--- src/rtl/temp_poll_pkg.sv ---
`default_nettype none
// ----------------------------------------------------------------------------
// Module   : temp_poll_pkg
// Brief    : Shared FSM encoding and default timing/address constants for
//            the I2C temperature poll scheduler.
// Revision : 1.0 - initial release
// ----------------------------------------------------------------------------
package temp_poll_pkg;

   typedef logic [2:0] state_t;

   localparam state_t c_st_idle  = 3'd0;
   localparam state_t c_st_req   = 3'd1;
   localparam state_t c_st_wait  = 3'd2;
   localparam state_t c_st_store = 3'd3;
   localparam state_t c_st_next  = 3'd4;

   localparam logic [6:0] c_def_base_addr = 7'h48;
   localparam int         c_def_poll_div  = 1_000_000;
   localparam int         c_def_timeout   = 65_535;

endpackage
`default_nettype wire

--- src/rtl/poll_timer.sv ---
`default_nettype none
// ----------------------------------------------------------------------------
// Module   : poll_timer
// Brief    : Free-running 0..POLL_DIV-1 interval counter that emits the
//            scan-start tick; held at zero while enable is low.
// Revision : 1.0 - initial release
// ----------------------------------------------------------------------------
module poll_timer
   import temp_poll_pkg::*;
#(
   parameter int POLL_DIV = c_def_poll_div
) (
   input  logic clk,
   input  logic reset,
   input  logic enable,
   output logic tick
);

   localparam int                 c_cnt_w = (POLL_DIV > 1) ? $clog2(POLL_DIV) : 1;
   localparam logic [c_cnt_w-1:0] c_last  = c_cnt_w'(POLL_DIV - 1);

   logic [c_cnt_w-1:0] r_cnt;
   logic               w_at_last;

   assign w_at_last = (r_cnt == c_last);

   always_ff @(posedge clk) begin
      if (reset || !enable) begin
         r_cnt <= '0;
      end else if (w_at_last) begin
         r_cnt <= '0;
      end else begin
         r_cnt <= r_cnt + 1'b1;
      end
   end

   assign tick = enable && w_at_last;

endmodule
`default_nettype wire

--- src/rtl/temp_poll_sched.sv ---
`default_nettype none
// ----------------------------------------------------------------------------
// Module   : temp_poll_sched
// Brief    : Periodically reads each I2C temperature sensor through an
//            external I2C master and keeps the latest reading per sensor.
//            Optional macro TEMP_POLL_MAX_EN adds max_temp / max_idx outputs.
// Revision : 1.0 - initial release
// ----------------------------------------------------------------------------
module temp_poll_sched
   import temp_poll_pkg::*;
#(
   parameter int         NUM_SENSORS = 8,
   parameter logic [6:0] BASE_ADDR   = c_def_base_addr,
   parameter int         POLL_DIV    = c_def_poll_div,
   parameter int         TIMEOUT     = c_def_timeout
) (
   input  logic                     clk,
   input  logic                     reset,
   input  logic                     enable,
   output logic                     i2c_req,
   output logic [6:0]               i2c_addr,
   input  logic                     i2c_done,
   input  logic                     i2c_err,
   input  logic [15:0]              i2c_rdata,
   output logic [16*NUM_SENSORS-1:0] temps,
   output logic [NUM_SENSORS-1:0]   valid,
   output logic                     busy,
   output logic                     scan_done
`ifdef TEMP_POLL_MAX_EN
   ,
   output logic [15:0]              max_temp,
   output logic [2:0]               max_idx
`endif
);

   localparam int                c_to_w     = (TIMEOUT > 1) ? $clog2(TIMEOUT) : 1;
   localparam logic [c_to_w-1:0] c_to_last  = c_to_w'(TIMEOUT - 1);
   localparam logic [2:0]        c_idx_last = 3'(NUM_SENSORS - 1);

   state_t                    r_state;
   state_t                    w_next;
   logic [2:0]                r_index;
   logic [c_to_w-1:0]         r_to_cnt;
   logic [16*NUM_SENSORS-1:0] r_temps;
   logic [NUM_SENSORS-1:0]    r_valid;
   logic                      r_scan_done;
   logic                      w_tick;
   logic                      w_commit;
   logic                      w_ok;
   logic                      w_last;

   poll_timer #(
      .POLL_DIV (POLL_DIV)
   ) u_poll_timer (
      .clk    (clk),
      .reset  (reset),
      .enable (enable),
      .tick   (w_tick)
   );

   // A simultaneous done+err is an error; a done landing on the timeout cycle still counts.
   assign w_commit = (r_state == c_st_wait) && (i2c_done || i2c_err || (r_to_cnt == c_to_last));
   assign w_ok     = i2c_done && !i2c_err;
   assign w_last   = (r_index == c_idx_last) || !enable;

   always_ff @(posedge clk) begin
      if (reset) begin
         r_state <= c_st_idle;
      end else begin
         r_state <= w_next;
      end
   end

   always_comb begin
      w_next = r_state;
      case (r_state)
         c_st_idle:  if (w_tick)   w_next = c_st_req;
         c_st_req:                 w_next = c_st_wait;
         c_st_wait:  if (w_commit) w_next = c_st_store;
         c_st_store:               w_next = c_st_next;
         c_st_next:                w_next = w_last ? c_st_idle : c_st_req;
         default:                  w_next = c_st_idle;
      endcase
   end

   always_comb begin
      i2c_req = (r_state == c_st_req) || (r_state == c_st_wait);
      busy    = (r_state != c_st_idle);
   end

   // Result is committed on the edge leaving WAIT so rdata is taken in its own
   // done cycle; STORE is the cycle in which the new value is first visible.
   always_ff @(posedge clk) begin
      if (reset) begin
         r_index     <= '0;
         r_to_cnt    <= '0;
         r_temps     <= '0;
         r_valid     <= '0;
         r_scan_done <= 1'b0;
      end else begin
         r_scan_done <= (r_state == c_st_next) && w_last;
         r_to_cnt    <= (r_state == c_st_wait) ? r_to_cnt + 1'b1 : '0;
         if ((r_state == c_st_idle) && w_tick) begin
            r_index <= '0;
         end else if ((r_state == c_st_next) && !w_last) begin
            r_index <= r_index + 1'b1;
         end
         if (w_commit) begin
            for (int n = 0; n < NUM_SENSORS; n++) begin
               if (r_index == 3'(n)) begin
                  r_valid[n] <= w_ok;
                  if (w_ok) begin
                     r_temps[16*n +: 16] <= i2c_rdata;
                  end
               end
            end
         end
      end
   end

   assign i2c_addr  = BASE_ADDR + {4'd0, r_index};
   assign temps     = r_temps;
   assign valid     = r_valid;
   assign scan_done = r_scan_done;

`ifdef TEMP_POLL_MAX_EN
   logic [15:0] r_max_temp;
   logic [2:0]  r_max_idx;
   logic [15:0] w_best_temp;
   logic [2:0]  w_best_idx;
   logic        w_any;

   // Strict greater-than keeps the lowest index on ties.
   always_comb begin
      w_any       = 1'b0;
      w_best_temp = '0;
      w_best_idx  = '0;
      for (int n = 0; n < NUM_SENSORS; n++) begin
         if (r_valid[n] && (!w_any || ($signed(r_temps[16*n +: 16]) > $signed(w_best_temp)))) begin
            w_any       = 1'b1;
            w_best_temp = r_temps[16*n +: 16];
            w_best_idx  = 3'(n);
         end
      end
   end

   always_ff @(posedge clk) begin
      if (reset) begin
         r_max_temp <= '0;
         r_max_idx  <= '0;
      end else if ((r_state == c_st_next) && w_last && w_any) begin
         r_max_temp <= w_best_temp;
         r_max_idx  <= w_best_idx;
      end
   end

   assign max_temp = r_max_temp;
   assign max_idx  = r_max_idx;
`endif

endmodule
`default_nettype wire

--- config.mk ---
export PLATFORM = sky130hd
export DESIGN_NAME = temp_poll_sched
export DESIGN_NICKNAME = d
export VERILOG_FILES = /design/src/rtl/temp_poll_pkg.sv /design/src/rtl/poll_timer.sv /design/src/rtl/temp_poll_sched.sv
export SDC_FILE = /design/constraint.sdc
export NUM_CORES = 1
export LEC_CHECK = 0
export BUFFER_PORTS_ARGS = -buffer_cell sky130_fd_sc_hd__buf_2
export CAP_MARGIN = 20
export CELL_PAD_IN_SITES_DETAIL_PLACEMENT = 0
export CELL_PAD_IN_SITES_GLOBAL_PLACEMENT = 2
export CORE_ASPECT_RATIO = 1.75
export CORE_MARGIN = 4
export CORE_UTILIZATION = 28
export DETAILED_ROUTE_END_ITERATION = 10
export PLACE_DENSITY = 0.72
export SYNTH_ARGS = -nofsm -noshare
export SYNTH_HDL_FRONTEND = slang
export SYNTH_SLANG_ARGS = --single-unit
--- constraint.sdc ---
create_clock -name clk -period 1.46 [get_ports clk]
set_input_delay 0.219 -clock clk [delete_from_list [all_inputs] [get_ports clk]]
set_output_delay 0.219 -clock clk [all_outputs]
set_load 0.02 [all_outputs]
==> reports/summary.log <==
qor: clock_tree.ctsRootBufferMaster clkbuf_16
qor: floorplanning.fp-row-count 76
qor: layout.ff_latch_area 0.003628 mm^2
qor: synth.synth-edff-count 0
qor: timing.final.setup.worst_slack -0.09991 ns
qor: power_and_ir_drop.total_power 10480 uW
qor: clock_tree.num_clock_sinks 179
qor: layout.nets 1071
qor: timing.grt_setup_unrepaired true
qor: routing.detail_route.wirelength 24440 um
qor: synth.post_synth.cell_area_avg 8.551 um^2
qor: clock_tree.clock_tree.buffer_depth 2
qor: routing.detail_route.drc_violations 0
qor: global_routing.number_of_antenna_violations_at_the_first_check_in_global_routing 0
qor: floorplanning.ioPinCount 167
qor: synth.synth.yosys.seq_area_share 0.5104
qor: power_and_ir_drop.vdd_ir_drop_max 746.3 uV
qor: clock_tree.number_of_clock_buffers_inserted_by_tritoncts 17
qor: layout.antennaDiodeCount 0
qor: run_status.failed_checks negative setup slack
qor: floorplanning.core_area 0.02463 mm^2
qor: global_routing.grt_first_pass_wirelength 36050 um
qor: timing.final.period_utilization 1.068
qor: clock_tree.cts_tree done
qor: layout.final_util 0.4233
qor: run_status.status finished, violations left
qor: power_and_ir_drop.p_clk_frac 0.459
qor: place.post_dp_cell_area 0.008811 mm^2
qor: setup_path.critPathLaunchType flop
qor: global_routing.vias_in_the_first_global_route 6215
qor: global_routing.globalRouteOverflowTotal 0
qor: power_and_ir_drop.p_leak 0.004508 uW
qor: power_and_ir_drop.power.share.combinational 0.072
qor: setup_path.worstSetupPathType reg -> out
qor: worst_hold_path.min_path_type in -> reg
qor: clock_tree.clk_latency 0.44 ns
qor: layout.area.growth.synth_to_final 48.49%
qor: power_and_ir_drop.switchingPower 2506 uW
qor: routing.ant_nets 0
qor: timing.finalCriticalPeriod 1.560 ns
qor: global_routing.global_route.usage.total 0.1705
qor: synth.synthArstFlopShare 0
qor: routing.post_drt_via_cell_ratio 4.723
qor: clock_tree.cts.clk_slew.worst_paths 0.07 ns
qor: place.gp_congestion 0.7552
qor: setup_path.arrival 1.34 ns
qor: floorplanning.die_x 127.7 um
qor: synth.ys_ff_latch 179
qor: power_and_ir_drop.power.switching_fraction 0.2392
qor: timing.timing_hold_violations_final 0
qor: clock_tree.cts.htree.levels 4
qor: place.numPortBuffers 162
qor: layout.multiInputGateArea 0.003776 mm^2
qor: timing.post_route_skew 0.006466 ns
qor: synth.yosys_warnings 0
qor: power_and_ir_drop.share_seq_of_total_power 0.469
qor: timing.maxSlewViolCount 0
qor: timing.finalHoldWorstSlack 0.1170 ns
qor: timing.max_freq 641.1 MHz
qor: routing.routed-via-count 6452
qor: global_routing.grt_start_max_net_pins 50
qor: setup_path.timing.critical_path.required 1.24 ns
qor: timing.setup_viol_count_final 117
qor: synth.ys_dominant_reg_cell dfxtp_1
qor: synth.synthCells 821
qor: layout.post-route-cell-area 0.01043 mm^2
qor: routing.drt_pre_antenna_iters 4
qor: floorplanning.design.die.area 0.02777 mm^2
qor: power_and_ir_drop.power_density 1005 mW/mm^2
qor: routing.wire_length_per_cell 17.89 um
qor: job.cap_viol_max_count 0
qor: synth.post_synth_instance_area 0.007020 mm^2
qor: setup_path.critical_path.endpoint_type output pin
qor: layout.fillerInstances 2503
qor: floorplanning.floorplan.initialDensity 0.2851
qor: routing.count_of_routing_violations_after_the_opening_detailed_route_iteration 241
qor: layout.layout-drive-gt1-share 0.4478
qor: clock_tree.cts-hold-fix-buffers 0
qor: synth.yosys.cell_types.count 44
qor: setup_path.worstPathMaxFanout 4
qor: power_and_ir_drop.intPower 7971 uW
qor: place.hpwl 16850 um
qor: floorplanning.die_h 217.5 um
[Yosys cell counts (all sizes together), types with 5 or more instances]
| library cell | number | area (um^2) |
|---|---|---|
| xnor2 | 5 | 43.79 |
| o21ai | 7 | 35.03 |
| mux2i | 33 | 330.3 |
| and2 | 6 | 41.29 |
| clkbuf | 36 | 135.1 |
| ha | 9 | 112.6 |
| nand3 | 19 | 105.1 |
| and3 | 8 | 50.05 |
| nor2 | 64 | 240.2 |
| dfxtp | 179 | 3583 |
| xor2 | 18 | 157.7 |
| or4 | 6 | 45.04 |
| and4 | 5 | 43.79 |
| buf | 35 | 211.5 |
| inv | 11 | 41.29 |
| nand4 | 17 | 161.4 |
| a21oi | 110 | 550.5 |
| or3 | 5 | 32.53 |
| nand2 | 208 | 780.8 |
| o31ai | 7 | 52.55 |
| nor3 | 6 | 30.03 |
[registers in the layout, summed over array words and instances (netlist names)]
name                cells
r_index                 3
r_to_cnt               16
valid                   8
temps                 128
r_state                 3
u_poll_timer.r_cnt     20
scan_done               1
[area by class of cell]
class | instances | share of cell area
sequential | 179 | 0.3481
inverter | 11 | 0.003961
tap | 312 | 0.03745
multi-input combinational | 562 | 0.3622
timing repair buffer | 270 | 0.1899
clock buffer | 19 | 0.04345
clock inverter | 13 | 0.01500
[routing by layer]
metal	share of wire	routed length (um)	GRT usage	up-vias
met5	0	0	0	-
met4	0.025	610	0.06126	0
met3	0.039	961	0.03676	35
met2	0.54	13300	0.3153	136
met1	0.39	9571	0.1895	3115
li1	-	-	-	3166
[through the flow]
step           setup TNS, ns  worst slack, ns  cells
6_report              -3.803         -0.09991   1366
5_1_grt               -16.59          -0.1594   1366
4_1_cts               -2.609          -0.1498   1359
3_5_place_dp          -1.944         -0.07983   1310
3_3_place_gp         -0.7264         -0.04011   1310
2_1_floorplan         -2.627         -0.05072    823
[what timing repair did]
| action | CTS | global route |
|---|---|---|
| resized for setup | 53 | 152 |
| buffers inserted | 13 | 3 |
| cloned | 4 | 5 |
| pin swaps | 20 | 43 |
| setup endpoints to repair | 106 | 172 |
[power groups by stage]
stage	Combinational [uW]	Clock (uW)	Sequential, uW
global placement	554	0	5030
detailed placement	555	0	5030
floorplan	312	0	5040
global route	807	5110	4920
finish	753	4810	4920
CTS	679	4940	4920
[logic make-up after synthesis]
kind of cell             Yosys count  synth area share
adder cells (fa/ha/maj)            9           0.01604
flip-flops                       179            0.5104
buffers and inverters             82           0.05525
multiplexers                      34           0.04865
AO/OA/AOI/OAI                    139            0.1091
AND/OR/NAND/NOR                  353            0.2308
other                              2          0.001070
XOR/XNOR                          23           0.02869
[worst max-delay path: stages, from the launching register on]
cell and delay [ns]:
dfxtp_4 0.37, buf_6 0.13, nor3_4 0.20, inv_2 0.07
buf_6 0.13
[layout by cell type, fill, tap and decap left out, types with 13 or more instances in the layout]
cell type    n
buf_12      18
buf_4       76
nand2_4     16
mux2i_1     33
nand3_1     13
buf_2      159
nand2_1    182
clkbuf_16   20
a21oi_1     63
xor2_1      17
dfxtp_2     18
a21oi_2     46
dfxtp_1    155
nor2_1      50
[path summary, 6_finish.rpt]
check,startpoint,to,slack (ns),depth (start not counted)
max,r_state[0],busy,-0.1,4
min,enable,scan_done,0.12,3
max reg2reg,r_state[2],temps[32],-0.08,7
min reg2reg,temps[43],temps[43],0.45,2
Power figures use the tool's default switching activity.
